`src/rtl/cursor_step_gen_pkg.sv`:
```
// Shared definitions for the cursor step front end.
// Holds the direction encoding, FSM state encoding, default timing constants,
// the fixed-priority arbiter and the direction-to-strobe mapping.
package cursor_step_gen_pkg;

    typedef enum logic [2:0] {
        DIR_NONE  = 3'd0,
        DIR_UP    = 3'd1,
        DIR_DOWN  = 3'd2,
        DIR_LEFT  = 3'd3,
        DIR_RIGHT = 3'd4
    } dir_e;

    typedef enum logic [1:0] {
        ST_IDLE,
        ST_HOLD,
        ST_REPEAT
    } state_e;

    localparam int unsigned DEF_DEBOUNCE_CYCLES = 650000;
    localparam int unsigned DEF_HOLD_CYCLES     = 19500000;
    localparam int unsigned DEF_REPEAT_CYCLES   = 1300000;
    localparam int unsigned DEF_CNT_W           = 25;

    // Priority down > up > left > right, identical to move_cursor.
    function automatic dir_e arbitrate(input logic up, input logic down,
                                       input logic left, input logic right);
        if (down)       return DIR_DOWN;
        else if (up)    return DIR_UP;
        else if (left)  return DIR_LEFT;
        else if (right) return DIR_RIGHT;
        else            return DIR_NONE;
    endfunction

    // Strobe vector ordering is {up, down, left, right}.
    function automatic logic [3:0] dir_to_strobe(input dir_e dir);
        case (dir)
            DIR_UP:    return 4'b1000;
            DIR_DOWN:  return 4'b0100;
            DIR_LEFT:  return 4'b0010;
            DIR_RIGHT: return 4'b0001;
            default:   return 4'b0000;
        endcase
    endfunction

endpackage

```
`src/rtl/cursor_step_gen_debounce_sync.sv`:
```
// Two-flop synchronizer followed by a stable-sample debouncer.
// Ports:
//   clk      in   system clock
//   reset    in   synchronous, active-high reset
//   i_raw    in   raw asynchronous, bouncy input
//   o_level  out  debounced level
// The level flips only after DEBOUNCE_CYCLES consecutive synced samples that
// differ from it; any agreeing sample restarts the count.
module cursor_step_gen_debounce_sync
    import cursor_step_gen_pkg::*;
#(
    parameter int unsigned DEBOUNCE_CYCLES = DEF_DEBOUNCE_CYCLES,
    parameter int unsigned CNT_W           = DEF_CNT_W
) (
    input  logic clk,
    input  logic reset,
    input  logic i_raw,
    output logic o_level
);

    localparam logic [CNT_W-1:0] LP_LAST = CNT_W'(DEBOUNCE_CYCLES - 1);

    logic             r_sync1;
    logic             r_sync2;
    logic             r_level;
    logic [CNT_W-1:0] r_cnt;

    always_ff @(posedge clk) begin
        if (reset) begin
            r_sync1 <= 1'b0;
            r_sync2 <= 1'b0;
            r_level <= 1'b0;
            r_cnt   <= '0;
        end else begin
            r_sync1 <= i_raw;
            r_sync2 <= r_sync1;
            if (r_sync2 != r_level) begin
                if (r_cnt == LP_LAST) begin
                    r_level <= r_sync2;
                    r_cnt   <= '0;
                end else begin
                    r_cnt <= r_cnt + 1'b1;
                end
            end else begin
                r_cnt <= '0;
            end
        end
    end

    assign o_level = r_level;

endmodule

```
`src/rtl/cursor_step_gen.sv`:
```
// Arrow-button front end for the manual corner-adjust UI.
// Ports:
//   clk, reset                        clock, synchronous active-high reset
//   btn_{up,down,left,right}_raw      raw bouncy buttons (active high)
//   override_raw                      raw bouncy override switch
//   up, down, left, right             single-cycle step strobes
//   override                          debounced override level
// One strobe on press, a second after HOLD_CYCLES, then one every REPEAT_CYCLES
// while the same arbitrated direction stays held and override is on.
module cursor_step_gen
    import cursor_step_gen_pkg::*;
#(
    parameter int unsigned DEBOUNCE_CYCLES = DEF_DEBOUNCE_CYCLES,
    parameter int unsigned HOLD_CYCLES     = DEF_HOLD_CYCLES,
    parameter int unsigned REPEAT_CYCLES   = DEF_REPEAT_CYCLES,
    parameter int unsigned CNT_W           = DEF_CNT_W
) (
    input  logic clk,
    input  logic reset,
    input  logic btn_up_raw,
    input  logic btn_down_raw,
    input  logic btn_left_raw,
    input  logic btn_right_raw,
    input  logic override_raw,
    output logic up,
    output logic down,
    output logic left,
    output logic right,
    output logic override
);

    localparam logic [CNT_W-1:0] LP_HOLD_LAST   = CNT_W'(HOLD_CYCLES - 1);
    localparam logic [CNT_W-1:0] LP_REPEAT_LAST = CNT_W'(REPEAT_CYCLES - 1);

    logic w_up_db, w_down_db, w_left_db, w_right_db, w_ovr_db;
    dir_e w_sel;

    state_e           r_state, w_nxt_state;
    dir_e             r_dir,   w_nxt_dir;
    logic [CNT_W-1:0] r_cnt,   w_nxt_cnt;
    logic [3:0]       r_strobe, w_nxt_strobe;

    cursor_step_gen_debounce_sync #(.DEBOUNCE_CYCLES(DEBOUNCE_CYCLES), .CNT_W(CNT_W)) u_db_up (
        .clk(clk), .reset(reset), .i_raw(btn_up_raw), .o_level(w_up_db));
    cursor_step_gen_debounce_sync #(.DEBOUNCE_CYCLES(DEBOUNCE_CYCLES), .CNT_W(CNT_W)) u_db_down (
        .clk(clk), .reset(reset), .i_raw(btn_down_raw), .o_level(w_down_db));
    cursor_step_gen_debounce_sync #(.DEBOUNCE_CYCLES(DEBOUNCE_CYCLES), .CNT_W(CNT_W)) u_db_left (
        .clk(clk), .reset(reset), .i_raw(btn_left_raw), .o_level(w_left_db));
    cursor_step_gen_debounce_sync #(.DEBOUNCE_CYCLES(DEBOUNCE_CYCLES), .CNT_W(CNT_W)) u_db_right (
        .clk(clk), .reset(reset), .i_raw(btn_right_raw), .o_level(w_right_db));
    cursor_step_gen_debounce_sync #(.DEBOUNCE_CYCLES(DEBOUNCE_CYCLES), .CNT_W(CNT_W)) u_db_ovr (
        .clk(clk), .reset(reset), .i_raw(override_raw), .o_level(w_ovr_db));

    assign w_sel = arbitrate(w_up_db, w_down_db, w_left_db, w_right_db);

    always_ff @(posedge clk) begin
        if (reset) begin
            r_state  <= ST_IDLE;
            r_dir    <= DIR_NONE;
            r_cnt    <= '0;
            r_strobe <= '0;
        end else begin
            r_state  <= w_nxt_state;
            r_dir    <= w_nxt_dir;
            r_cnt    <= w_nxt_cnt;
            r_strobe <= w_nxt_strobe;
        end
    end

    always_comb begin
        w_nxt_state  = r_state;
        w_nxt_dir    = r_dir;
        w_nxt_cnt    = r_cnt;
        w_nxt_strobe = '0;
        case (r_state)
            ST_IDLE: begin
                if (w_ovr_db && (w_sel != DIR_NONE)) begin
                    w_nxt_strobe = dir_to_strobe(w_sel);
                    w_nxt_dir    = w_sel;
                    w_nxt_cnt    = '0;
                    w_nxt_state  = ST_HOLD;
                end
            end
            ST_HOLD, ST_REPEAT: begin
                // A changed selection is never pulsed here; it is picked up
                // from IDLE on the following cycle.
                if (!w_ovr_db || (w_sel != r_dir)) begin
                    w_nxt_state = ST_IDLE;
                    w_nxt_dir   = DIR_NONE;
                    w_nxt_cnt   = '0;
                end else if (r_cnt == ((r_state == ST_HOLD) ? LP_HOLD_LAST : LP_REPEAT_LAST)) begin
                    w_nxt_strobe = dir_to_strobe(r_dir);
                    w_nxt_cnt    = '0;
                    w_nxt_state  = ST_REPEAT;
                end else begin
                    w_nxt_cnt = r_cnt + 1'b1;
                end
            end
            default: begin
                w_nxt_state = ST_IDLE;
                w_nxt_dir   = DIR_NONE;
                w_nxt_cnt   = '0;
            end
        endcase
    end

    // Gating by the live override level keeps a strobe registered on the
    // cycle override drops from ever appearing while override reads 0.
    assign up       = r_strobe[3] & w_ovr_db;
    assign down     = r_strobe[2] & w_ovr_db;
    assign left     = r_strobe[1] & w_ovr_db;
    assign right    = r_strobe[0] & w_ovr_db;
    assign override = w_ovr_db;

endmodule

```
`config.mk`:
```
export PLATFORM = sky130hd
export DESIGN_NAME = cursor_step_gen
export DESIGN_NICKNAME = d
export VERILOG_FILES = /design/src/rtl/cursor_step_gen_pkg.sv /design/src/rtl/cursor_step_gen_debounce_sync.sv /design/src/rtl/cursor_step_gen.sv
export SDC_FILE = /design/constraint.sdc
export NUM_CORES = 1
export LEC_CHECK = 0
export BUFFER_PORTS_ARGS = -buffer_cell sky130_fd_sc_hd__buf_2
export CAP_MARGIN = 0
export CORE_MARGIN = 2
export CORE_UTILIZATION = 35
export CTS_BUF_LIST = sky130_fd_sc_hd__clkbuf_8 sky130_fd_sc_hd__clkbuf_16
export DETAILED_ROUTE_END_ITERATION = 8
export GPL_TIMING_DRIVEN = 0
export SLEW_MARGIN = 20
export SYNTH_ARGS = -nofsm -noshare
export SYNTH_HDL_FRONTEND = slang
export SYNTH_SLANG_ARGS = --single-unit
```
`constraint.sdc`:
```
create_clock -name clk -period 6.2 [get_ports clk]
set_input_delay 0.62 -clock clk [delete_from_list [all_inputs] [get_ports clk]]
set_output_delay 0.62 -clock clk [all_outputs]
set_load 0.02 [all_outputs]
```
==> reports/results.ini, run 1 <==
[yosys]
synth-seq-area-share=0.4273
syn-num-nets=930
ys_seq_elements=174
yosys-top-cells-count=dfxtp_1 (174), nor2_1 (158), xnor2_1 (75)
synth_cell_type_count=54
synthArstFlopShare=0
syn_area_sq_um=8152
synth_area_leaders=dfxtp_1 (43%), xnor2_1 (8.1%), xor2_1 (7.4%), nor2_1 (7.3%), nand4_1 (3.7%)
yosysMostFrequentCell=dfxtp_1
ys.flop_type=dfxtp_1
yosysWarnings=0
netlist_instances=914
syn_area_per_cell_sq_um=8.919
synth_top_area_frac=0.4273
synth-edff-count=0
yosys.area.top_type=dfxtp_1

[drt]
vias=6128
viasPerCell=4.825
drt_wl_total_um=15460
drcViolationCount=0
drtIter0Drc=299
wl_per_cell_um=12.18
final_antenna_net_count=0
firstDrtPassIters=5

[floorplan]
floorplan.initialDensity=0.3579
io_pins=12
fp-row-count=55
core_area_sq_um=22780
fp.dieArea_sq_um=24530
die_w_um=156.6
die_h_um=156.6

[power]
leakagePower_uw=0.002921
switching_share=0.2115
vdd_ir_drop_max_v=0.0001850
pwr_density_cell_nw_per_um2=246.7
switchingPower_uw=480.4
combinationalPowerShare=0.028
seq_power_share=0.497
pwr-share-clk=0.475
internal_power_uw=1791

[clocking]
cts_setup_buffers=0
cts_tree=yes
clk_pin_slew_ns=0.07
cts_made_buffers=17
cts-htree-levels=4
cts-root-buf=clkbuf_16
clockBufferDepth=2
cts_hold_buf=0
clock_sinks=174
post_cts_resized=0
clk_latency_ns=0.43

[setup_path]
critPathRequiredTime_ns=6.49
ff2ff_setup_slack_ns=3.85
cp_max_fo=10
r2r-end=r_cnt[10]
arrival_ns=2.65
end_kind=flip-flop
critPathLaunchType=flip-flop
r2r_cells=9
path_class=flip-flop to flip-flop
r2r_start=r_state[1]

[sta]
period_minus_slack_ns=2.352
period_share=0.3794
setup_violations=0
clock_skew_ns=0.009255
relSlewSlack=0.3792
fmaxAchievable_mhz=425.1
worst_pin_slew_ns=0.9226
fin_tns_setup_ns=0
hold_viol=0
grt_setup_unrepaired=false
final-max-slew-violation-count=0

[placement]
dpl.hpwl_um=10760
port_buffers=11
gp_congestion=0.8192
place_inst=1238

[grt]
grt_use_total=0.1348
antenna_found_initial=0
grt_max_degree=17
grt_pass1_wl_um=27040
grt_overflow=0
grt_pass1_vias=5754

[layout]
drive_above_1_share=0.1129
fillCellCount=2294
n_antenna_cell=0
syn_to_final_growth_pct=12.92
final_nets=960
final-instance-count-excl-fill=1270

[flow_run]
maxCapViolations=0

[worst_hold_path]
whs_endpoint=u_db_left.r_sync1
hold_path.class=primary input to flip-flop
hold_path_depth=2
hold_start=btn_left_raw

[outcome]
status=complete, no violations

registers in the layout (all words and copies together) (netlist names), 2 cells and up:
signal,cells
u_db_down.r_cnt,25
u_db_right.r_cnt,25
r_state,2
r_dir,3
u_db_left.r_cnt,25
r_strobe,4
u_db_ovr.r_cnt,25
u_db_up.r_cnt,25
r_cnt,25
layout make-up:
cell class	count	area, sq um	area share
tap	313	391.6	0.04254
timing repair buffer	11	55.05	0.005981
sequential	174	3483	0.3784
clock buffer	22	494.2	0.05369
multi-input combinational	676	4345	0.4721
inverter	24	90.09	0.009787
clock inverter	10	112.6	0.01223
buffer	40	232.7	0.02528
worst max-delay path: stages, from the launching register on:
cell and delay [ns]:
dfxtp_1 0.33, inv_1 0.08, ha_1 0.20, nor4bb_1 0.32
nand4_1 0.19, a2111oi_4 0.51, o31a_1 0.18, buf_4 0.16
buf_6 0.18, nor3_2 0.06
power groups by stage:
stage / clock (uW) / combinational (uW) / sequential, uW
after floorplan: 0 / 48.9 / 1150
after global placement: 0 / 65.1 / 1150
after detailed placement: 0 / 65.6 / 1150
after CTS: 1110 / 65.9 / 1130
after global routing: 1160 / 71.6 / 1130
final: 1080 / 64.5 / 1130
metal layers:
metal / vias up / track usage / routed length, um
met2: 69 / 0.2089 / 6933
met1: 2854 / 0.1816 / 7878
met3: 17 / 0.03822 / 465
met5: - / 0 / 0
met4: 0 / 0.04194 / 187
li1: 3188 / - / -
logic make-up after synthesis:
family	count (synthesis)	share of synthesized area
xor+xnor	145	0.1567
flops	174	0.4273
fa+ha+maj	9	0.01381
compound gates	26	0.02563
buf+inv	64	0.03960
simple gates	490	0.3295
mux	6	0.007368
worst max path at each step:
stage / from / to / slack (ns)
3_5_place_dp: r_state[1] / r_cnt[10] / 3.84
2_1_floorplan: r_state[1] / r_cnt[13] / 4.15
3_3_place_gp: r_state[1] / r_cnt[20] / 3.85
5_1_grt: r_state[0] / r_cnt[16] / 3.62
6_report: r_state[1] / r_cnt[10] / 3.85
4_1_cts: r_state[1] / r_cnt[13] / 3.82
cells in the final DEF, fill, tap and decap left out, types with 17 or more instances in the layout:
cell type and count:
nand2_1 56, dfxtp_1 174, buf_2 29, nand3_1 48
xor2_1 69, nor3_2 20, inv_1 26, and3_1 32
clkbuf_16 17, nor3_1 25, nor2_1 158, nor4_1 27
nand4_1 48, xnor2_1 75
per-stage QoR:
step           instance area, sq um  worst slack (ns)  utilization  hold slack, ns  total power [uW]
3_3_place_gp                   8598             3.853       0.3775          0.4186              1218
5_1_grt                        9205             3.624       0.4041          0.3794              2358
4_1_cts                        9205             3.818       0.4041          0.3796              2307
6_report                       9205             3.848       0.4041          0.3975              2271
3_5_place_dp                   8598             3.836       0.3775          0.4273              1219
2_1_floorplan                  8152             4.154            -          0.4132              1201
Note: power is estimated with default switching activity, not from simulation.
==> run 2, diff against run 1 <==
==> constraint.sdc (replaced) <==
create_clock -name clk -period 1.9 [get_ports clk]
set_input_delay 0.19 -clock clk [delete_from_list [all_inputs] [get_ports clk]]
set_output_delay 0.19 -clock clk [all_outputs]
set_load 0.02 [all_outputs]
==> run 2 against run 1 <==
Effect of this change:
- the run now ends with setup timing left
- critical path depth down 2
- utilization is 4.3 points higher
- non-clock buffer count increased by 29
- highest routed layer unchanged
==> reports/results.ini, run 2 (synthesis gave the netlist of run 1 again) <==
[power]
pwr_density_cell_nw_per_um2=737.4  ; +200%
vdd_ir_drop_max_v=0.0005332  ; +190%
leakagePower_uw=0.003241  ; +11%

[floorplan]
floorplan.initialDensity=0.3579  ; unchanged
die_h_um=156.6  ; unchanged
fp.dieArea_sq_um=24530  ; unchanged
fp-row-count=55  ; unchanged
core_area_sq_um=22780  ; unchanged
die_w_um=156.6  ; unchanged
io_pins=12  ; unchanged

[sta]
final-max-slew-violation-count=0  ; unchanged
period_minus_slack_ns=2.106  ; -0.2457 ns
hold_viol=0  ; unchanged
clock_skew_ns=0.01279  ; +0.003537 ns
fin_tns_setup_ns=-5.006  ; -5.006 ns
setup_violations=31  ; +31
fin_ws_ns=-0.2065  ; -4.054 ns
period_share=1.109  ; +0.7293
worst_pin_slew_ns=1.005  ; +0.08286 ns
grt_setup_unrepaired=true
relSlewSlack=0.3297  ; -0.04957
fmaxAchievable_mhz=474.7  ; +12%

[drt]
firstDrtPassIters=5  ; unchanged
wl_per_cell_um=12.77  ; +4.9%
drt_wl_total_um=16580  ; +7.2%
final_antenna_net_count=0  ; unchanged
drtIter0Drc=282  ; -5.7%
drcViolationCount=0  ; unchanged
viasPerCell=4.874  ; +1.0%
vias=6326  ; +3.2%

[layout]
final_core_util=0.4467  ; +0.04263
multiInputGateArea_sq_um=4841  ; +11%
n_antenna_cell=0  ; unchanged
syn_to_final_growth_pct=24.83
fillCellCount=2134  ; -7.0%
drive_above_1_share=0.2244  ; +0.1115
regArea_sq_um=3532  ; +1.4%
mostFrequentLayoutCells=nor2_1 (150), dfxtp_1 (149), xnor2_1 (75), xor2_1 (69), nand2_1 (56)
final_common_cell=nor2_1
final_nets=989  ; +3.0%

[clocking]
cts_tree=yes
cts_made_buffers=17  ; unchanged
clk_latency_ns=0.44  ; about the same
clock_sinks=174  ; unchanged
clk_pin_slew_ns=0.06  ; about the same
cts-root-buf=clkbuf_16
cts-htree-levels=4  ; unchanged
clockBufferDepth=2  ; unchanged

[grt]
grt_max_degree=17  ; unchanged
grt_pass1_wl_um=28390  ; +5.0%
use_met2=0.2263  ; +0.01741
grt_use_total=0.1418  ; +0.007045
top_usage_layer=met2
grt_pass1_vias=5922  ; +2.9%
grt_use_met1=0.1873  ; +0.005687
met3_usage=0.02880  ; -0.009416
grt_overflow=0  ; unchanged
antenna_found_initial=0  ; unchanged

[placement]
dpl.hpwl_um=10840  ; +0.82%
gp_congestion=0.8028  ; -2.0%
port_buffers=11  ; unchanged

[setup_path]
arrival_ns=2.45  ; -0.20 ns
path_buf_inv=1  ; -2
cp_slowest_cell=or4_4
critPathRequiredTime_ns=2.24  ; -4.25 ns
critPathLaunchType=flip-flop
path_class=flip-flop to flip-flop
cp_max_fo=4  ; -6
max_stage_delay_ns=0.45  ; -0.06 ns
path_cells=ha_4 -> nand3_1 -> or4_4 -> a2111oi_4 -> buf_4 -> nand4_1 -> o32ai_2
end_kind=flip-flop
critical_path.top_delay_family=simple AND/OR/NAND/NOR gates

[flow_run]
maxCapViolations=0  ; unchanged

[outcome]
violations=setup timing
status=complete, but fails checks

[worst_hold_path]
hold_path.class=primary input to flip-flop

[run 2: cell types whose count changed in the layout (fill, tap and decap cells not counted), sizes merged]
| cell | before | now |
|---|---|---|
| clkinv | 3 | 2 |
| dlygate4sd3 | 0 | 4 |
| buf | 39 | 62 |
| clkinvlp | 3 | 4 |
| inv | 26 | 30 |
| clkbuf | 34 | 31 |
[run 2: path summary, 6_finish.rpt]
path,from,to,slack (ns),cells after the start
worst max-delay path,r_cnt[1],r_strobe[2],-0.21,7
worst min-delay path,btn_down_raw,u_db_down.r_sync1,0.02,2
worst max register to register,r_cnt[1],r_strobe[2],-0.21,7
worst min register to register,u_db_ovr.r_cnt[0],u_db_ovr.r_cnt[0],0.43,1
[run 2: metrics by stage]
| stage | setup slack (ns) | power, uW | hold slack (ns) | cells | cell area, sq um |
|---|---|---|---|---|---|
| 2_1_floorplan | -0.05523 | 3937 | 0.3182 | 914 | 8229 |
| 3_3_place_gp | -0.3462 | 3997 | 0.4183 | 1238 | 8676 |
| 3_5_place_dp | -0.3579 | 4001 | 0.4189 | 1238 | 8676 |
| 4_1_cts | -0.1711 | 7539 | 0.008323 | 1283 | 9624 |
| 5_1_grt | -0.3128 | 7798 | 0.02099 | 1298 | 10180 |
| 6_report | -0.2065 | 7504 | 0.02334 | 1298 | 10180 |
[run 2: routing by layer]
| metal | vias to the layer above | wire length [um] |
|---|---|---|
| met1 | 2955 | 7970 |
| met5 | - | 0 |
| met2 | 86 | 7858 |
| met4 | 0 | 327 |
| met3 | 19 | 424 |
| li1 | 3266 | - |
[run 2: power breakdown]
part           internal, uW  leakage, uW  total [uW]  switching (uW)
Sequential             3660      0.00142        3680            17.6
Clock                  1960     0.000275        3490            1530
Combinational           162      0.00155         341             179
Total                  5780      0.00324        7500            1730
[run 2: cell type report]
cell class | count | share of cell area
multi-input cells | 676 | 0.4757
repair buffers | 46 | 0.04414
plain buffers | 34 | 0.02828
inverters | 24 | 0.008853
flip-flops and latches | 174 | 0.3471
well taps | 313 | 0.03849
clock buffers | 17 | 0.04181
clock inverters | 14 | 0.01562
[run 2: timing repair]
item / in CTS / in global routing
pin swaps: 14 / 23
hold endpoints to repair: 4 / 0
setup endpoints to repair: 151 / 124
hold buffers: 4 / 0
resized for setup: 46 / 86
gates cloned: 1 / 3
setup buffers: 12 / 15
==> run 3, diff against run 2 <==
--- a/config.mk
+++ b/config.mk
@@ -12,7 +12,8 @@
 export CTS_BUF_LIST = sky130_fd_sc_hd__clkbuf_8 sky130_fd_sc_hd__clkbuf_16
 export DETAILED_ROUTE_END_ITERATION = 8
 export GPL_TIMING_DRIVEN = 0
-export SLEW_MARGIN = 20
+export PLACE_DENSITY_LB_ADDON = 0.08
+export RECOVER_POWER = 100
 export SYNTH_ARGS = -nofsm -noshare
 export SYNTH_HDL_FRONTEND = slang
 export SYNTH_SLANG_ARGS = --single-unit
==> run 3 against run 2 <==
Effect of this change:
- the run still ends with setup timing left
- fmax is 0.19% lower
- first-iteration DRC count is 1.4% lower
- power is 0.46% lower
- sequential cell count stayed put
- clock-buffer cell count stayed put
- utilization is 1.1 points lower
- clock power is 1% lower
- global-route usage is 0.95 points higher
- clock skew is 0.0028 ns lower
- die area stayed put
- worst setup slack worse by 0.0041 ns
- critical endpoint is now r_cnt[13]
- largest power group unchanged
==> reports/results.ini, run 3 (synthesis gave the netlist of run 1 again) <==
[drt]
drcViolationCount=0  ; unchanged
wl_per_cell_um=13.57  ; +6.2%
vias=6159  ; -2.6%
firstDrtPassIters=5  ; unchanged
drt_wl_total_um=17510  ; +5.6%
drtIter0Drc=278  ; -1.4%
final_antenna_net_count=0  ; unchanged
viasPerCell=4.771  ; -2.1%

[setup_path]
r2r_start=r_cnt[1]
arrival_ns=2.40  ; -0.05 ns
ff2ff_setup_slack_ns=-0.21  ; about the same
path_class=flip-flop to flip-flop
critPathLaunchType=flip-flop
critPathRequiredTime_ns=2.18  ; -0.06 ns
cp_max_fo=10  ; +6
r2r_cells=9  ; +2
r2r-end=r_cnt[13]
end_kind=flip-flop

[grt]
grt_max_degree=17  ; unchanged
antenna_found_initial=0  ; unchanged
grt_pass1_wl_um=30060  ; +5.9%
grt_overflow=0  ; unchanged
grt_pass1_vias=6038  ; +2.0%
grt_use_total=0.1513  ; +0.009502

[sta]
fin_tns_setup_ns=-6.625  ; -1.619 ns
period_share=1.111  ; +0.002151
final-max-slew-violation-count=0  ; unchanged
setup_violations=101  ; +230%
worst_pin_slew_ns=0.7000  ; -0.3055 ns
fin_ws_ns=-0.2106  ; -0.004087 ns
grt_setup_unrepaired=true
clock_skew_ns=0.01001  ; -0.002782 ns
relSlewSlack=0.5305  ; +0.2009
period_minus_slack_ns=2.111  ; +0.004087 ns
fmaxAchievable_mhz=473.8  ; -0.19%
hold_viol=0  ; unchanged

[clocking]
clockBufferDepth=2  ; unchanged
cts_tree=yes
cts_made_buffers=17  ; unchanged
clock_sinks=174  ; unchanged
cts-root-buf=clkbuf_16
cts-htree-levels=4  ; unchanged
clk_latency_ns=0.43  ; about the same
clk_pin_slew_ns=0.07  ; about the same

[power]
power_uw=7470  ; -0.46%
vdd_ir_drop_max_v=0.0004312  ; -19%
leakagePower_uw=0.003129  ; -3.4%
pwr_density_cell_nw_per_um2=752.2  ; +2.0%

[worst_hold_path]
hold_path_depth=2  ; unchanged
whs_endpoint=u_db_right.r_sync1
hold_start=btn_right_raw
hold_path.class=primary input to flip-flop

[floorplan]
core_area_sq_um=22780  ; unchanged
io_pins=12  ; unchanged
floorplan.initialDensity=0.3579  ; unchanged
die_h_um=156.6  ; unchanged
fp-row-count=55  ; unchanged
die_w_um=156.6  ; unchanged
fp.dieArea_sq_um=24530  ; unchanged

[layout]
n_antenna_cell=0  ; unchanged
final_nets=981  ; -0.81%
final-instance-count-excl-fill=1291  ; -0.54%
drive_above_1_share=0.2004  ; -0.02396
final_common_cell=nor2_1
syn_to_final_growth_pct=21.83
mostFrequentLayoutCells=nor2_1 (156), dfxtp_1 (152), xnor2_1 (75), xor2_1 (69), nand2_1 (56)

[placement]
dpl.hpwl_um=11530  ; +6.4%
place_inst=1238  ; unchanged
port_buffers=11  ; unchanged
gp_congestion=0.7920  ; -1.3%

[flow_run]
maxCapViolations=0  ; unchanged

[outcome]
violations=setup timing
status=complete, but fails checks

run 3: cell count changes in the layout (fill, tap and decap cells not counted), moves of 4 or more:
cell / before / now
buf_2: 16 / 11
buf_4: 25 / 21
buf_8: 2 / 6
nor2_1: 150 / 156
nor2_2: 9 / 3
nor3_1: 16 / 22
nor3_4: 9 / 0
run 3: cell type report:
class	count	area [sq um]
Inverter	24	90.09
Clock inverter	15	147.6
Buffer	31	296.5
Clock buffer	17	425.4
Fill cell	2234	12850
Multi-Input combinational cell	676	4700
Tap cell	313	391.6
Timing Repair Buffer	41	356.6
Sequential cell	174	3523
run 3: worst max-delay path by stage:
stage | start | end | slack (ns) | cells after the start
3_3_place_gp | u_db_right.r_cnt[4] | u_db_right.r_cnt[16] | -0.43 | 8
3_5_place_dp | u_db_right.r_cnt[4] | u_db_right.r_cnt[15] | -0.44 | 8
2_1_floorplan | u_db_left.r_cnt[1] | u_db_left.r_cnt[0] | -0.06 | 10
6_report | r_cnt[1] | r_cnt[13] | -0.21 | 9
5_1_grt | r_cnt[0] | r_cnt[9] | -0.29 | 9
4_1_cts | r_cnt[1] | r_cnt[13] | -0.23 | 9
run 3: power breakdown:
group / internal, uW / leakage (uW) / switching (uW)
Sequential: 3660 / 0.00142 / 16.6
Combinational: 168 / 0.00143 / 172
Clock: 1930 / 0.000278 / 1520
Total: 5760 / 0.00313 / 1710
run 3: worst max-delay path, cell delays in order (launching register included):
cell and delay (ns):
dfxtp_4 0.36, ha_4 0.15, nand3_4 0.08, or4_4 0.43, a2111oi_4 0.35, o31a_1 0.18, buf_6 0.12, buf_12 0.11
buf_12 0.13, nor3_2 0.04
run 3: timing repair:
action                                  4_1_cts  5_1_grt
hold buffers                                  4        0
setup buffers                                12       12
gates resized for setup                      46       80
endpoints found under the setup margin      159      145
gates cloned                                  1        1
pin swaps                                    13       23
endpoints found under the hold margin         4        0
run 3: metal layers:
metal	track usage	part of all wire	vias up
li1	-	-	3242
met1	0.2043	0.51	2855
met2	0.2446	0.46	43
met3	0.02769	0.020	19
met4	0.04893	0.014	0
met5	0	0	-
run 3: through the flow:
step	hold WS [ns]	worst slack [ns]	util	cell area (sq um)
final	0.02753	-0.2106	0.4360	9931
after global routing	0.03076	-0.2918	0.4360	9931
after CTS	0.004348	-0.2265	0.4223	9619
after detailed placement	0.4070	-0.4406	0.3809	8676
after global placement	0.4029	-0.4326	0.3809	8676
after floorplan	0.3182	-0.05523	-	8229
